--- src/rtl/uart_alu_ctrl.sv ---
// Packet controller between UART byte streams and a 32-bit ALU.
// Parses a 4-byte header, then echoes payload or runs ALU operand/result transfers.
module uart_alu_ctrl (
    input  logic        clk_i,
    input  logic        rst_ni,
    input  logic [7:0]  rx_tdata_i,
    input  logic        rx_tvalid_i,
    output logic        rx_tready_o,
    output logic [7:0]  tx_tdata_o,
    output logic        tx_tvalid_o,
    input  logic        tx_tready_i,
    output logic [1:0]  alu_op_o,
    output logic [31:0] alu_opnd_o,
    output logic        alu_opnd_valid_o,
    output logic        alu_opnd_last_o,
    input  logic        alu_opnd_ready_i,
    input  logic [31:0] alu_res_i,
    input  logic        alu_res_valid_i,
    output logic        alu_res_ready_o,
    output logic        busy_o,
    output logic        err_o
);

    localparam logic [7:0] OP_ECHO = 8'hEC;
    localparam logic [7:0] OP_ADD  = 8'h10;
    localparam logic [7:0] OP_MUL  = 8'h11;
    localparam logic [7:0] OP_DIV  = 8'h12;

    typedef enum logic [2:0] {
        S_HDR,
        S_ECHO,
        S_COLLECT,
        S_ISSUE,
        S_WAIT_RES,
        S_SEND,
        S_DRAIN
    } state_e;

    state_e      state_q, state_d;
    logic [1:0]  hdr_cnt_q, hdr_cnt_d;
    logic [7:0]  opc_q, opc_d;
    logic [7:0]  len_lo_q, len_lo_d;
    logic [15:0] rem_q, rem_d;
    logic [1:0]  idx_q, idx_d;
    logic [31:0] opnd_q, opnd_d;
    logic [31:0] res_q, res_d;
    logic [7:0]  txb_q, txb_d;
    logic        txv_q, txv_d;
    logic [1:0]  alu_op_q, alu_op_d;
    logic        err_q, err_d;

    logic        rx_fire;
    logic [15:0] len_w;
    logic [15:0] rem_w;
    logic        is_alu;
    logic        alu_len_ok;
    logic [7:0]  res_byte;

    assign rx_fire    = rx_tvalid_i & rx_tready_o;
    assign len_w      = {rx_tdata_i, len_lo_q};
    assign rem_w      = len_w - 16'd4;
    assign is_alu     = (opc_q == OP_ADD) | (opc_q == OP_MUL) | (opc_q == OP_DIV);
    assign alu_len_ok = (len_w >= 16'd8) & (len_w[1:0] == 2'b00);

    always_comb begin
        res_byte = res_q[7:0];
        case (idx_q)
            2'd1:    res_byte = res_q[15:8];
            2'd2:    res_byte = res_q[23:16];
            2'd3:    res_byte = res_q[31:24];
            default: res_byte = res_q[7:0];
        endcase
    end

    // The echo path stops accepting once its payload is consumed so the
    // following packet's opcode is left for the header parser.
    assign rx_tready_o = (state_q == S_HDR) | (state_q == S_COLLECT) |
                         (state_q == S_DRAIN) |
                         ((state_q == S_ECHO) & (rem_q != 16'd0) &
                          (~txv_q | tx_tready_i));

    assign tx_tvalid_o      = (state_q == S_SEND) | txv_q;
    assign tx_tdata_o       = (state_q == S_SEND) ? res_byte : txb_q;
    assign alu_op_o         = alu_op_q;
    assign alu_opnd_o       = opnd_q;
    assign alu_opnd_valid_o = (state_q == S_ISSUE);
    assign alu_opnd_last_o  = (state_q == S_ISSUE) & (rem_q == 16'd0);
    assign alu_res_ready_o  = (state_q == S_WAIT_RES);
    assign busy_o           = ~((state_q == S_HDR) & (hdr_cnt_q == 2'd0));
    assign err_o            = err_q;

    always_comb begin
        state_d   = state_q;
        hdr_cnt_d = hdr_cnt_q;
        opc_d     = opc_q;
        len_lo_d  = len_lo_q;
        rem_d     = rem_q;
        idx_d     = idx_q;
        opnd_d    = opnd_q;
        res_d     = res_q;
        txb_d     = txb_q;
        txv_d     = txv_q;
        alu_op_d  = alu_op_q;
        err_d     = 1'b0;
        case (state_q)
            S_HDR: begin
                if (rx_fire) begin
                    hdr_cnt_d = hdr_cnt_q + 2'd1;
                    case (hdr_cnt_q)
                        2'd0: opc_d = rx_tdata_i;
                        2'd2: len_lo_d = rx_tdata_i;
                        2'd3: begin
                            rem_d = rem_w;
                            idx_d = 2'd0;
                            if (opc_q == OP_ECHO) begin
                                state_d = (rem_w != 16'd0) ? S_ECHO : S_HDR;
                            end else if (is_alu & alu_len_ok) begin
                                state_d  = S_COLLECT;
                                alu_op_d = opc_q[1:0];
                            end else begin
                                err_d   = 1'b1;
                                state_d = (len_w > 16'd4) ? S_DRAIN : S_HDR;
                            end
                        end
                        default: ;
                    endcase
                end
            end
            S_ECHO: begin
                if (rx_fire) begin
                    txb_d = rx_tdata_i;
                    txv_d = 1'b1;
                    rem_d = rem_q - 16'd1;
                end else if (txv_q & tx_tready_i) begin
                    txv_d = 1'b0;
                end
                if ((rem_q == 16'd0) & (~txv_q | tx_tready_i)) begin
                    state_d = S_HDR;
                end
            end
            S_COLLECT: begin
                if (rx_fire) begin
                    opnd_d = {rx_tdata_i, opnd_q[31:8]};
                    rem_d  = rem_q - 16'd1;
                    idx_d  = idx_q + 2'd1;
                    if (idx_q == 2'd3) begin
                        state_d = S_ISSUE;
                    end
                end
            end
            S_ISSUE: begin
                if (alu_opnd_ready_i) begin
                    state_d = (rem_q == 16'd0) ? S_WAIT_RES : S_COLLECT;
                end
            end
            S_WAIT_RES: begin
                if (alu_res_valid_i) begin
                    res_d   = alu_res_i;
                    idx_d   = 2'd0;
                    state_d = S_SEND;
                end
            end
            S_SEND: begin
                if (tx_tready_i) begin
                    idx_d = idx_q + 2'd1;
                    if (idx_q == 2'd3) begin
                        state_d = S_HDR;
                    end
                end
            end
            S_DRAIN: begin
                if (rx_fire) begin
                    rem_d = rem_q - 16'd1;
                    if (rem_q == 16'd1) begin
                        state_d = S_HDR;
                    end
                end
            end
            default: state_d = S_HDR;
        endcase
    end

    always_ff @(posedge clk_i or negedge rst_ni) begin
        if (!rst_ni) begin
            state_q   <= S_HDR;
            hdr_cnt_q <= 2'd0;
            opc_q     <= 8'd0;
            len_lo_q  <= 8'd0;
            rem_q     <= 16'd0;
            idx_q     <= 2'd0;
            opnd_q    <= 32'd0;
            res_q     <= 32'd0;
            txb_q     <= 8'd0;
            txv_q     <= 1'b0;
            alu_op_q  <= 2'd0;
            err_q     <= 1'b0;
        end else begin
            state_q   <= state_d;
            hdr_cnt_q <= hdr_cnt_d;
            opc_q     <= opc_d;
            len_lo_q  <= len_lo_d;
            rem_q     <= rem_d;
            idx_q     <= idx_d;
            opnd_q    <= opnd_d;
            res_q     <= res_d;
            txb_q     <= txb_d;
            txv_q     <= txv_d;
            alu_op_q  <= alu_op_d;
            err_q     <= err_d;
        end
    end

endmodule

--- config.mk ---
export PLATFORM = sky130hd
export DESIGN_NAME = uart_alu_ctrl
export DESIGN_NICKNAME = d
export VERILOG_FILES = /design/src/rtl/uart_alu_ctrl.sv
export SDC_FILE = /design/constraint.sdc
export NUM_CORES = 1
export LEC_CHECK = 0
export CAP_MARGIN = 20
export CORE_MARGIN = 3
export CORE_UTILIZATION = 25
export CTS_CLUSTER_SIZE = 40
export DETAILED_ROUTE_END_ITERATION = 16
export DONT_BUFFER_PORTS = 1
export GPL_ROUTABILITY_DRIVEN = 0
export SYNTH_ARGS = -nofsm -noshare
export SYNTH_HDL_FRONTEND = slang
export SYNTH_SLANG_ARGS = --single-unit
--- constraint.sdc ---
create_clock -name clk_i -period 2.7 [get_ports clk_i]
set_input_delay 0.27 -clock clk_i [delete_from_list [all_inputs] [get_ports clk_i]]
set_output_delay 0.27 -clock clk_i [all_outputs]
set_load 0.005 [all_outputs]
[Yosys cells after proc, flatten, opt, wreduce, memory -nomap -nowiden]
Index checks and enable logic that the tools add are counted.
Storage, ports and cells
  register bits: 115
  bits of input ports: 46
  output and inout port bits: 49
  word-level logic and storage cells: 122
Cells by class
  add/subtract/negate cells: 4
  magnitude comparators: 2
  equal/unequal tests: 28
  muxes and demuxes: 36
  bitwise logic cells: 19
  reduce and logical (&&, ||, !) cells: 21
Operator list (number)
  2-to-1 mux 16 bit: 3
  2-to-1 mux 3 bit: 15
  case mux 16 bit (2 select lines): 1
  nonzero test 16 bit: 2
  equality test 8 x 5 -> 1 bit (second input constant): 3
  case mux 8 bit (3 select lines): 1
  case mux 3 bit (7 select lines): 1
  equality test 16 x 1 -> 1 bit (second input constant): 1
  greater-or-equal comparator 16 x 4 -> 1 bit (second input constant): 1
  greater-than comparator 16 x 3 -> 1 bit (second input constant): 1
  zero test 16 bit: 1
  subtractor 16 x 1 -> 16 bit (second input constant): 1
  subtractor 16 x 3 -> 16 bit (second input constant): 1
  != test 2 x 1 -> 1 bit (second input constant): 7
  AND reduction 11 bit: 1
  2-to-1 mux 2 bit: 5
  != test 2 bit (second input constant): 5
  AND reduction 2 bit: 5
  bitwise AND 1 bit: 9
  equality test 3 bit (second input constant): 3
  equality test 2 bit (second input constant): 4
  equality test 8 bit (second input constant): 1
  2-to-1 mux 1 bit: 8
  2-to-1 mux 8 bit: 1
  16 further kinds: 29

[Longest topological paths before layout]
Gate-level depths: netlist (run 1).
  depth in word-level cells: 9
  mapped depth: 9
  depth with buffers taken out: 7

[Worst setup path after synthesis (run 1)]
No wires, ideal clock.
  path type: reg2reg
  from: reg len_lo_q[2]
  to: reg state_q[0]
  library setup time: 0.141 ns
  data arrival time: 2.312 ns
  required time: 2.559 ns
  setup slack: 0.247 ns
  stages on the path, launching flop included: 10
  buffers on the path: 2
  period minus slack after synthesis: 2.453 ns
  path through: dfrtp_1 > clkbuf_1 > inv_1 > ha_1 > or3b_2 > clkbuf_1 > o32a_1 > o32a_1 > nor4b_1 > a22oi_1
On the way
  cells in the longest elaborated chain, start to end: 8
  elaborated cells on any way between the ends: 11
  classes of those cells: add/sub: 1; order compare: 1; mux: 6; bitwise: 2; reduce/logical: 1
RTL lines
  start, declared: line 42  | logic [7:0] len_lo_q, len_lo_d;
  start signal, assigned: line 201  | len_lo_q <= len_lo_d;
  parallel branches: the longest is 4 deep, another holds subtractor 16 x 3 -> 16 bit
  2-to-1 mux 3 bit (*): line 115  | if (opc_q == OP_ECHO) begin
  2-to-1 mux 3 bit (*): line 109  | case (hdr_cnt_q)
  2-to-1 mux 3 bit (*): line 107  | if (rx_fire) begin
  case mux 3 bit (7 select lines) (*): line 105  | case (state_q)
  end signal, assigned: line 198  | state_q <= state_d;
  end, declared: line 39  | state_e state_q, state_d;
Every way passes the cells marked *. The select of a mux whose other input is x is not followed.
A chain may end at the register's enable or synchronous reset.

[Worst setup path after layout (run 1)]
  from: reg rem_q[7]
  to: out alu_opnd_last_o
On the way
  cells in the longest elaborated chain, start to end: 2
RTL lines
  start, declared: line 43  | logic [15:0] rem_q, rem_d;
  start signal, assigned: line 202  | rem_q <= rem_d;
  zero test 16 bit: line 87  | assign alu_opnd_last_o = (state_q == S_ISSUE) & (rem_q == 16'd0);
  bitwise AND 1 bit: line 87
  end, declared: line 15  | output logic alu_opnd_last_o,
Every way passes these cells.

==> results_dict.tcl, run 1 <==
set metrics [dict create \
    outcome "complete, but fails checks" \
    failing_checks "hold timing" \
    drv_slew 0 \
    drt_drc_violations_left 0 \
    count_of_tritonroute_iterations_in_the_first_routing_pass 5 \
    worst_setup_path_start_kind "flip-flop" \
    worst_r2r_startpoint "len_lo_q[2]" \
    drt.antenna.violating_nets 0 \
    ys_seq_elements 115 \
    grt_util_all_layers_pct 12.8 \
    die_area_sq_um 26100 \
    synth-seq-area-share_pct 47.6 \
    areaGrowthSynthToFinish_pct 23.4 \
    tritoncts.num_buffers 17 \
    powerDensity_nw_per_um2 1180 \
    globalRouteOverflowTotal 0 \
    largest_net_degree_at_the_start_of_global_routing 116 \
    die_w_microns 162 \
    synth_nets 615 \
    placed_cells_incl_taps 850 \
    post-synth-top-area-cell "sky130_fd_sc_hd__dfrtp_1" \
    worst-endpoint-arrival_ns 2.31 \
    critPathLaunch "rem_q[7]" \
    critical_path_peak_fanout 5 \
    hold_viol_final 115 \
    insertion_delay_ns 0.41 \
    num-nets-final 649 \
    leakage_uw 0.00305 \
    timing.hold.ws_ns -0.447 \
    holdBufCountCts 40 \
    top_level_ports 95 \
    place_ws_ns 0.335 \
    port-buffer-count 0 \
    vias 4603 \
    sink_count_of_the_clock_tree 115 \
    core-area_sq_um 23600 \
    grt_first_pass_wirelength_mm 26.2 \
    htreeDepth 4 \
    drv.max_cap_violation_count 0 \
    timing.final.crit_share_pct 95.7 \
    finalWorstPathRequiredPeriod_ns 2.58 \
    antenna-diode-count 0 \
    totalNegativeSetupSlack_ns 0 \
    cp_data_required_time_ns 2.43 \
    path_class "reg -> out" \
    clkTransAtPathRegs_ns 0.06 \
    antenna_found_initial 0 \
    cts_tree "yes" \
    drt_wl_total_mm 16.6 \
    finClkSkew_ns 0.0111 \
    hp-class "in -> async" \
    setup_violations 0 \
    synthDistinctLibCells 62 \
    crit_path_end_kind "primary output" \
    async_flop_share_pct 100 \
    clk_root_buffer_cell "sky130_fd_sc_hd__clkbuf_16" \
    core.rowCount 56 \
    synth.cell_area_sq_um 6050 \
    irDropWorstVdd_mv 0.509 \
    timing.slew.headroom_pct 61.0 \
    post_drt_via_cell_ratio 4.99 \
    finalNonFillerCells 922 \
    worst_pin_slew_ns 0.584 \
    number_of_enable_flip_flop_cells_after_synthesis 0 \
    ctsLongestPathBuffers 2 \
    dieHeight_microns 162 \
    grt_setup_unrepaired "no" \
    achievable-frequency_mhz 387 \
    first_global_vias 4669 \
    fill_cells 2385 \
    synthFlopType "sky130_fd_sc_hd__dfrtp_1" \
    synth.yosys.warnings 0 \
    layout_setup_ws_ns 0.117 \
    dr.first_iter.drc_count 427 \
    postCtsSetupBuffers 0 \
    netlist_top_cells_area "sky130_fd_sc_hd__dfrtp_1 48%, sky130_fd_sc_hd__mux2_2 17%, sky130_fd_sc_hd__ha_1 2.7%" \
    yosys.area.top_type_share_pct 47.6 \
    reg2reg_depth 7 \
    total_power_uw 8830 \
    syn_inst 556 \
    layout-drive-gt1-share_pct 25.7 \
    initial_utilization_pct 25.6 \
    routedWlPerCell_microns 18.0 \
    hpwlAfterDp_mm 11.0 \
    syn_area_per_cell_sq_um 10.9 \
]
[cell usage in the layout (no fill, tap or decap), types with 4 or more instances in the layout]
| cell type | synthesis | routed |
|---|---|---|
| sky130_fd_sc_hd__nor3_1 | 13 | 13 |
| sky130_fd_sc_hd__bufinv_16 | 0 | 4 |
| sky130_fd_sc_hd__inv_1 | 14 | 14 |
| sky130_fd_sc_hd__nand3_1 | 7 | 7 |
| sky130_fd_sc_hd__nand4_1 | 4 | 4 |
| sky130_fd_sc_hd__dlygate4sd3_1 | 0 | 40 |
| sky130_fd_sc_hd__nand2b_1 | 11 | 11 |
| sky130_fd_sc_hd__a222oi_1 | 8 | 8 |
| sky130_fd_sc_hd__a21oi_1 | 19 | 19 |
| sky130_fd_sc_hd__buf_4 | 0 | 20 |
| sky130_fd_sc_hd__a22o_1 | 10 | 10 |
| sky130_fd_sc_hd__o22ai_1 | 15 | 15 |
| sky130_fd_sc_hd__ha_1 | 13 | 13 |
| sky130_fd_sc_hd__nor4_1 | 12 | 12 |
| sky130_fd_sc_hd__xnor2_1 | 9 | 9 |
| sky130_fd_sc_hd__o211ai_1 | 5 | 5 |
| sky130_fd_sc_hd__nor2_1 | 24 | 23 |
| sky130_fd_sc_hd__nand2_1 | 35 | 35 |
| sky130_fd_sc_hd__mux2_2 | 91 | 91 |
| sky130_fd_sc_hd__nor2b_1 | 5 | 4 |
| sky130_fd_sc_hd__clkbuf_16 | 0 | 17 |
| sky130_fd_sc_hd__or4_1 | 8 | 8 |
| sky130_fd_sc_hd__inv_6 | 0 | 7 |
| sky130_fd_sc_hd__a22oi_1 | 7 | 7 |
| sky130_fd_sc_hd__o21ai_0 | 31 | 31 |
| sky130_fd_sc_hd__dfrtp_1 | 115 | 115 |
[cells in the mapped netlist, types with 7 or more instances]
cell	count
sky130_fd_sc_hd__dfrtp_1	115
sky130_fd_sc_hd__mux2_2	91
sky130_fd_sc_hd__nand2_1	35
sky130_fd_sc_hd__o21ai_0	31
sky130_fd_sc_hd__clkbuf_1	29
sky130_fd_sc_hd__nor2_1	24
sky130_fd_sc_hd__a21oi_1	19
sky130_fd_sc_hd__o22ai_1	15
sky130_fd_sc_hd__inv_1	14
sky130_fd_sc_hd__ha_1	13
sky130_fd_sc_hd__nor3_1	13
sky130_fd_sc_hd__nor4_1	12
sky130_fd_sc_hd__nand2b_1	11
sky130_fd_sc_hd__a22o_1	10
sky130_fd_sc_hd__xnor2_1	9
sky130_fd_sc_hd__a222oi_1	8
sky130_fd_sc_hd__or4_1	8
sky130_fd_sc_hd__a22oi_1	7
sky130_fd_sc_hd__buf_1	7
sky130_fd_sc_hd__buf_2	7
sky130_fd_sc_hd__nand3_1	7
[flip-flops by register name, indices dropped and copies added, names as in the netlist, 2 cells and up]
signal,flops
opc_q,8
idx_q,2
len_lo_q,8
rem_q,16
state_q,3
txb_q,8
res_q,32
alu_op_o,2
hdr_cnt_q,2
alu_opnd_o,32
[routing by layer]
metal / wire (microns) / part of all wire [%] / vias up / global-route usage [%]
met4: 236 / 1.4 / 0 / 4.11
met5: 0 / 0 / - / 0
met1: 7540 / 46 / 2310 / 16.7
met3: 952 / 5.7 / 19 / 3.87
met2: 7840 / 47 / 138 / 20.4
li1: - / - / 2136 / -
[worst max-delay path, cell delays in order (launching register included)]
cell and delay (ns):
sky130_fd_sc_hd__dfrtp_1 0.41, sky130_fd_sc_hd__or3_1 0.47, sky130_fd_sc_hd__or3_4 0.43, sky130_fd_sc_hd__nor4_1 0.25, sky130_fd_sc_hd__buf_4 0.17, sky130_fd_sc_hd__nor2b_2 0.18
[path summary, 6_finish.rpt]
| kind | slack [ns] | to |
|---|---|---|
| min | -0.45 | txv_q |
| min reg2reg | 0.51 | txb_q[2] |
| min in group clk_i | 0.04 | txv_q |
| max | 0.12 | alu_opnd_last_o |
| max in group asynchronous | 2.99 | alu_opnd_o[17] |
| max reg2reg | 0.29 | state_q[0] |
[metrics by stage]
step	utilization (%)	hold slack (ns)	area (sq um)
4_1_cts	31.6	-0.463	7460
5_1_grt	31.6	-0.479	7460
2_1_floorplan	-	-0.0256	6050
3_5_place_dp	27.2	-0.0128	6410
3_3_place_gp	27.2	-0.0133	6410
6_report	31.6	-0.447	7460
[power breakdown]
part | switching [uW] | internal, uW
sequential | 751 | 2520
clock | 890 | 1570
combinational | 1580 | 1510
[kinds of logic after synthesis]
logic type / Yosys count / synth area share, %
and+or+nand+nor: 142 / 12.7
AOI/OAI and AO/OA: 122 / 13.9
DFF: 115 / 47.6
muxes: 93 / 17.3
buffers and inverters: 59 / 4.05
adders and majority gates: 13 / 2.69
xor gates and xnor gates: 12 / 1.74
[repair_timing]
action                                  CTS  global route
resized for setup                         1             1
endpoints found under the hold margin   179           115
endpoints found under the setup margin    1             1
[layout make-up]
| type | instances | area [sq um] | area share, % |
|---|---|---|---|
| multi-input combinational | 382 | 2940 | 39.4 |
| sequential | 115 | 2880 | 38.6 |
| timing repair buffer | 60 | 551 | 7.38 |
| clock buffer | 17 | 425 | 5.70 |
| tap | 319 | 399 | 5.35 |
| clock inverter | 15 | 215 | 2.88 |
| inverter | 14 | 52.6 | 0.704 |
Note: power is estimated with default switching activity, not from simulation.
==> run 2, diff against run 1 <==
--- a/config.mk
+++ b/config.mk
@@ -5,6 +5,7 @@
 export SDC_FILE = /design/constraint.sdc
 export NUM_CORES = 1
 export LEC_CHECK = 0
+export ABC_AREA = 1
 export CAP_MARGIN = 20
 export CORE_MARGIN = 3
 export CORE_UTILIZATION = 25
==> results_dict.tcl, run 2 <==
set metrics [dict create \
    grt_setup_unrepaired "no" \
    finClkSkew_ns 0.0145 \
    drt.antenna.violating_nets 0 \
    failing_checks "hold timing" \
    mostFrequentLayoutCell "sky130_fd_sc_hd__nand2_1" \
    antenna_found_initial 0 \
    grt_first_pass_wirelength_mm 25.7 \
    place_ws_ns 0.568 \
    die_w_microns 161 \
    post_drt_via_cell_ratio 4.48 \
    netlist_top_cells_area "sky130_fd_sc_hd__dfrtp_1 48%, sky130_fd_sc_hd__nand2_1 9.7%, sky130_fd_sc_hd__mux2_2 7.5%" \
    die_area_sq_um 25800 \
    synth.cell_area_sq_um 5970 \
    core.rowCount 55 \
    worst_r2r_startpoint "state_q[1]" \
    critical_path_peak_fanout 9 \
    count_of_tritonroute_iterations_in_the_first_routing_pass 6 \
    first_global_vias 4699 \
    setup_violations 0 \
    timing.hold.ws_ns -0.444 \
    totalNegativeSetupSlack_ns 0 \
    antenna-diode-count 0 \
    powerDensity_nw_per_um2 1160 \
    tritoncts.num_buffers 17 \
    dr.first_iter.drc_count 403 \
    synthDistinctLibCells 41 \
    synth_nets 753 \
    irDropWorstVdd_mv 0.406 \
    ys_seq_elements 115 \
    insertion_delay_ns 0.42 \
    cp_data_required_time_ns 2.43 \
    post-synth-top-area-cell "sky130_fd_sc_hd__dfrtp_1" \
    fin_area_sq_um 7290 \
    layout_setup_ws_ns 0.483 \
    drt_drc_violations_left 0 \
    num-nets-final 791 \
    utilization_pct 31.6 \
    top_level_ports 95 \
    number_of_enable_flip_flop_cells_after_synthesis 0 \
    hp-class "in -> async" \
    placement.cell_area_sq_um 6280 \
    htreeDepth 4 \
    largest_net_degree_at_the_start_of_global_routing 116 \
    outcome "complete, but fails checks" \
    synth.yosys.warnings 0 \
    post-synth-top-count-cell "sky130_fd_sc_hd__nand2_1" \
    core-area_sq_um 23100 \
    initial_utilization_pct 25.9 \
    worst_pin_slew_ns 0.535 \
    achievable-frequency_mhz 451 \
    dieHeight_microns 161 \
    drv_slew 0 \
    ctsLongestPathBuffers 2 \
    areaGrowthSynthToFinish_pct 22.0 \
    globalRouteOverflowTotal 0 \
    grt_util_all_layers_pct 12.6 \
    port-buffer-count 0 \
    hold_viol_final 115 \
    async_flop_share_pct 100 \
    vias 4745 \
    drv.max_cap_violation_count 0 \
    clk_root_buffer_cell "sky130_fd_sc_hd__clkbuf_16" \
    timing.final.crit_share_pct 82.1 \
    yosys.area.top_type_share_pct 48.2 \
    cts_tree "yes" \
    synth-seq-area-share_pct 48.2 \
    worst-endpoint-arrival_ns 1.95 \
    worst_setup_path_start_kind "flip-flop" \
    critPathLaunch "idx_q[0]" \
    finalWorstPathRequiredPeriod_ns 2.22 \
    netlist_top_cells_count "155 x sky130_fd_sc_hd__nand2_1, 115 x sky130_fd_sc_hd__dfrtp_1, 74 x sky130_fd_sc_hd__o21ai_0" \
    routedWlPerCell_microns 15.1 \
    path_class "reg -> out" \
    drt_wl_total_mm 16.0 \
    syn_area_per_cell_sq_um 8.60 \
    timing.slew.headroom_pct 64.2 \
    layout-drive-gt1-share_pct 14.0 \
    synthFlopType "sky130_fd_sc_hd__dfrtp_1" \
    leakage_uw 0.00329 \
    crit_path_end_kind "primary output" \
    hpwlAfterDp_mm 11.2 \
    clkTransAtPathRegs_ns 0.05 \
    sink_count_of_the_clock_tree 115 \
    postCtsSetupBuffers 0 \
    syn_inst 694 \
    most-common-layout-cells "154 x sky130_fd_sc_hd__nand2_1, 115 x sky130_fd_sc_hd__dfrtp_1, 74 x sky130_fd_sc_hd__o21ai_0, 71 x sky130_fd_sc_hd__inv_1, 67 x sky130_fd_sc_hd__nor2_1" \
]
## run 2: cell count changes in the layout (fill, tap and decap cells not counted), sizes merged, moves of 11 or more
cell,change
nor4,-12
buf,-17
o22ai,-12
nor2,+54
mux2,-51
nand2,+130
nand2b,-11
o21ai,+53
inv,+53
## run 2: repair_timing
action	in CTS	in global routing
hold buffers	38	1
gates resized for setup	0	0
hold endpoints to repair	158	116
## run 2: metal layers
| layer | wire (microns) | global-route usage, % |
|---|---|---|
| met3 | 1250 | 5.11 |
| met1 | 7320 | 16.1 |
| met2 | 7180 | 19.6 |
| met5 | 0 | 0 |
| met4 | 242 | 3.94 |
## run 2: worst paths after layout
kind | end | slack (ns) | cells after the start
min | alu_opnd_o[5] | -0.44 | 0
max reg2reg | rem_q[7] | 0.58 | 10
max in group asynchronous | idx_q[1] | 2.99 | 0
min reg2reg | txb_q[6] | 0.49 | 2
min in group clk_i | opc_q[1] | 0.02 | 2
max | tx_tdata_o[0] | 0.48 | 5
## run 2: through the flow
step | instances | total power [uW]
finish | 1058 | 8460
global route | 1058 | 9150
CTS | 1057 | 8510
detailed placement | 987 | 6110
global placement | 987 | 6040
floorplan | 694 | 5370
## run 2: final cells by class
cell class,count,area [sq um]
inverters,75,289
clock buffers,20,457
well taps,313,392
flip-flops and latches,115,2880
fillers,2388,15800
multi-input cells,481,2690
clock inverters,12,156
repair buffers,42,425
## run 2: cells by family after synthesis
family          synth area share [%]
flops                           48.2
fa+ha+maj                       2.72
simple gates                    20.8
buf+inv                         6.85
xor+xnor                        1.61
mux                             7.54
compound gates                  12.3
## run 2: worst max-delay path: stages (launching register included)
cell                      delay (ns)
sky130_fd_sc_hd__dfrtp_1        0.40
sky130_fd_sc_hd__inv_1          0.13
sky130_fd_sc_hd__ha_1           0.36
sky130_fd_sc_hd__inv_1          0.23
sky130_fd_sc_hd__o21ai_0        0.28
sky130_fd_sc_hd__nand2_1        0.14
## run 2: report_power, final
part | total, uW | switching [uW] | internal (uW)
clock network | 2310 | 813 | 1500
registers | 3180 | 624 | 2560
logic | 2970 | 1830 | 1130
total | 8460 | 3270 | 5190
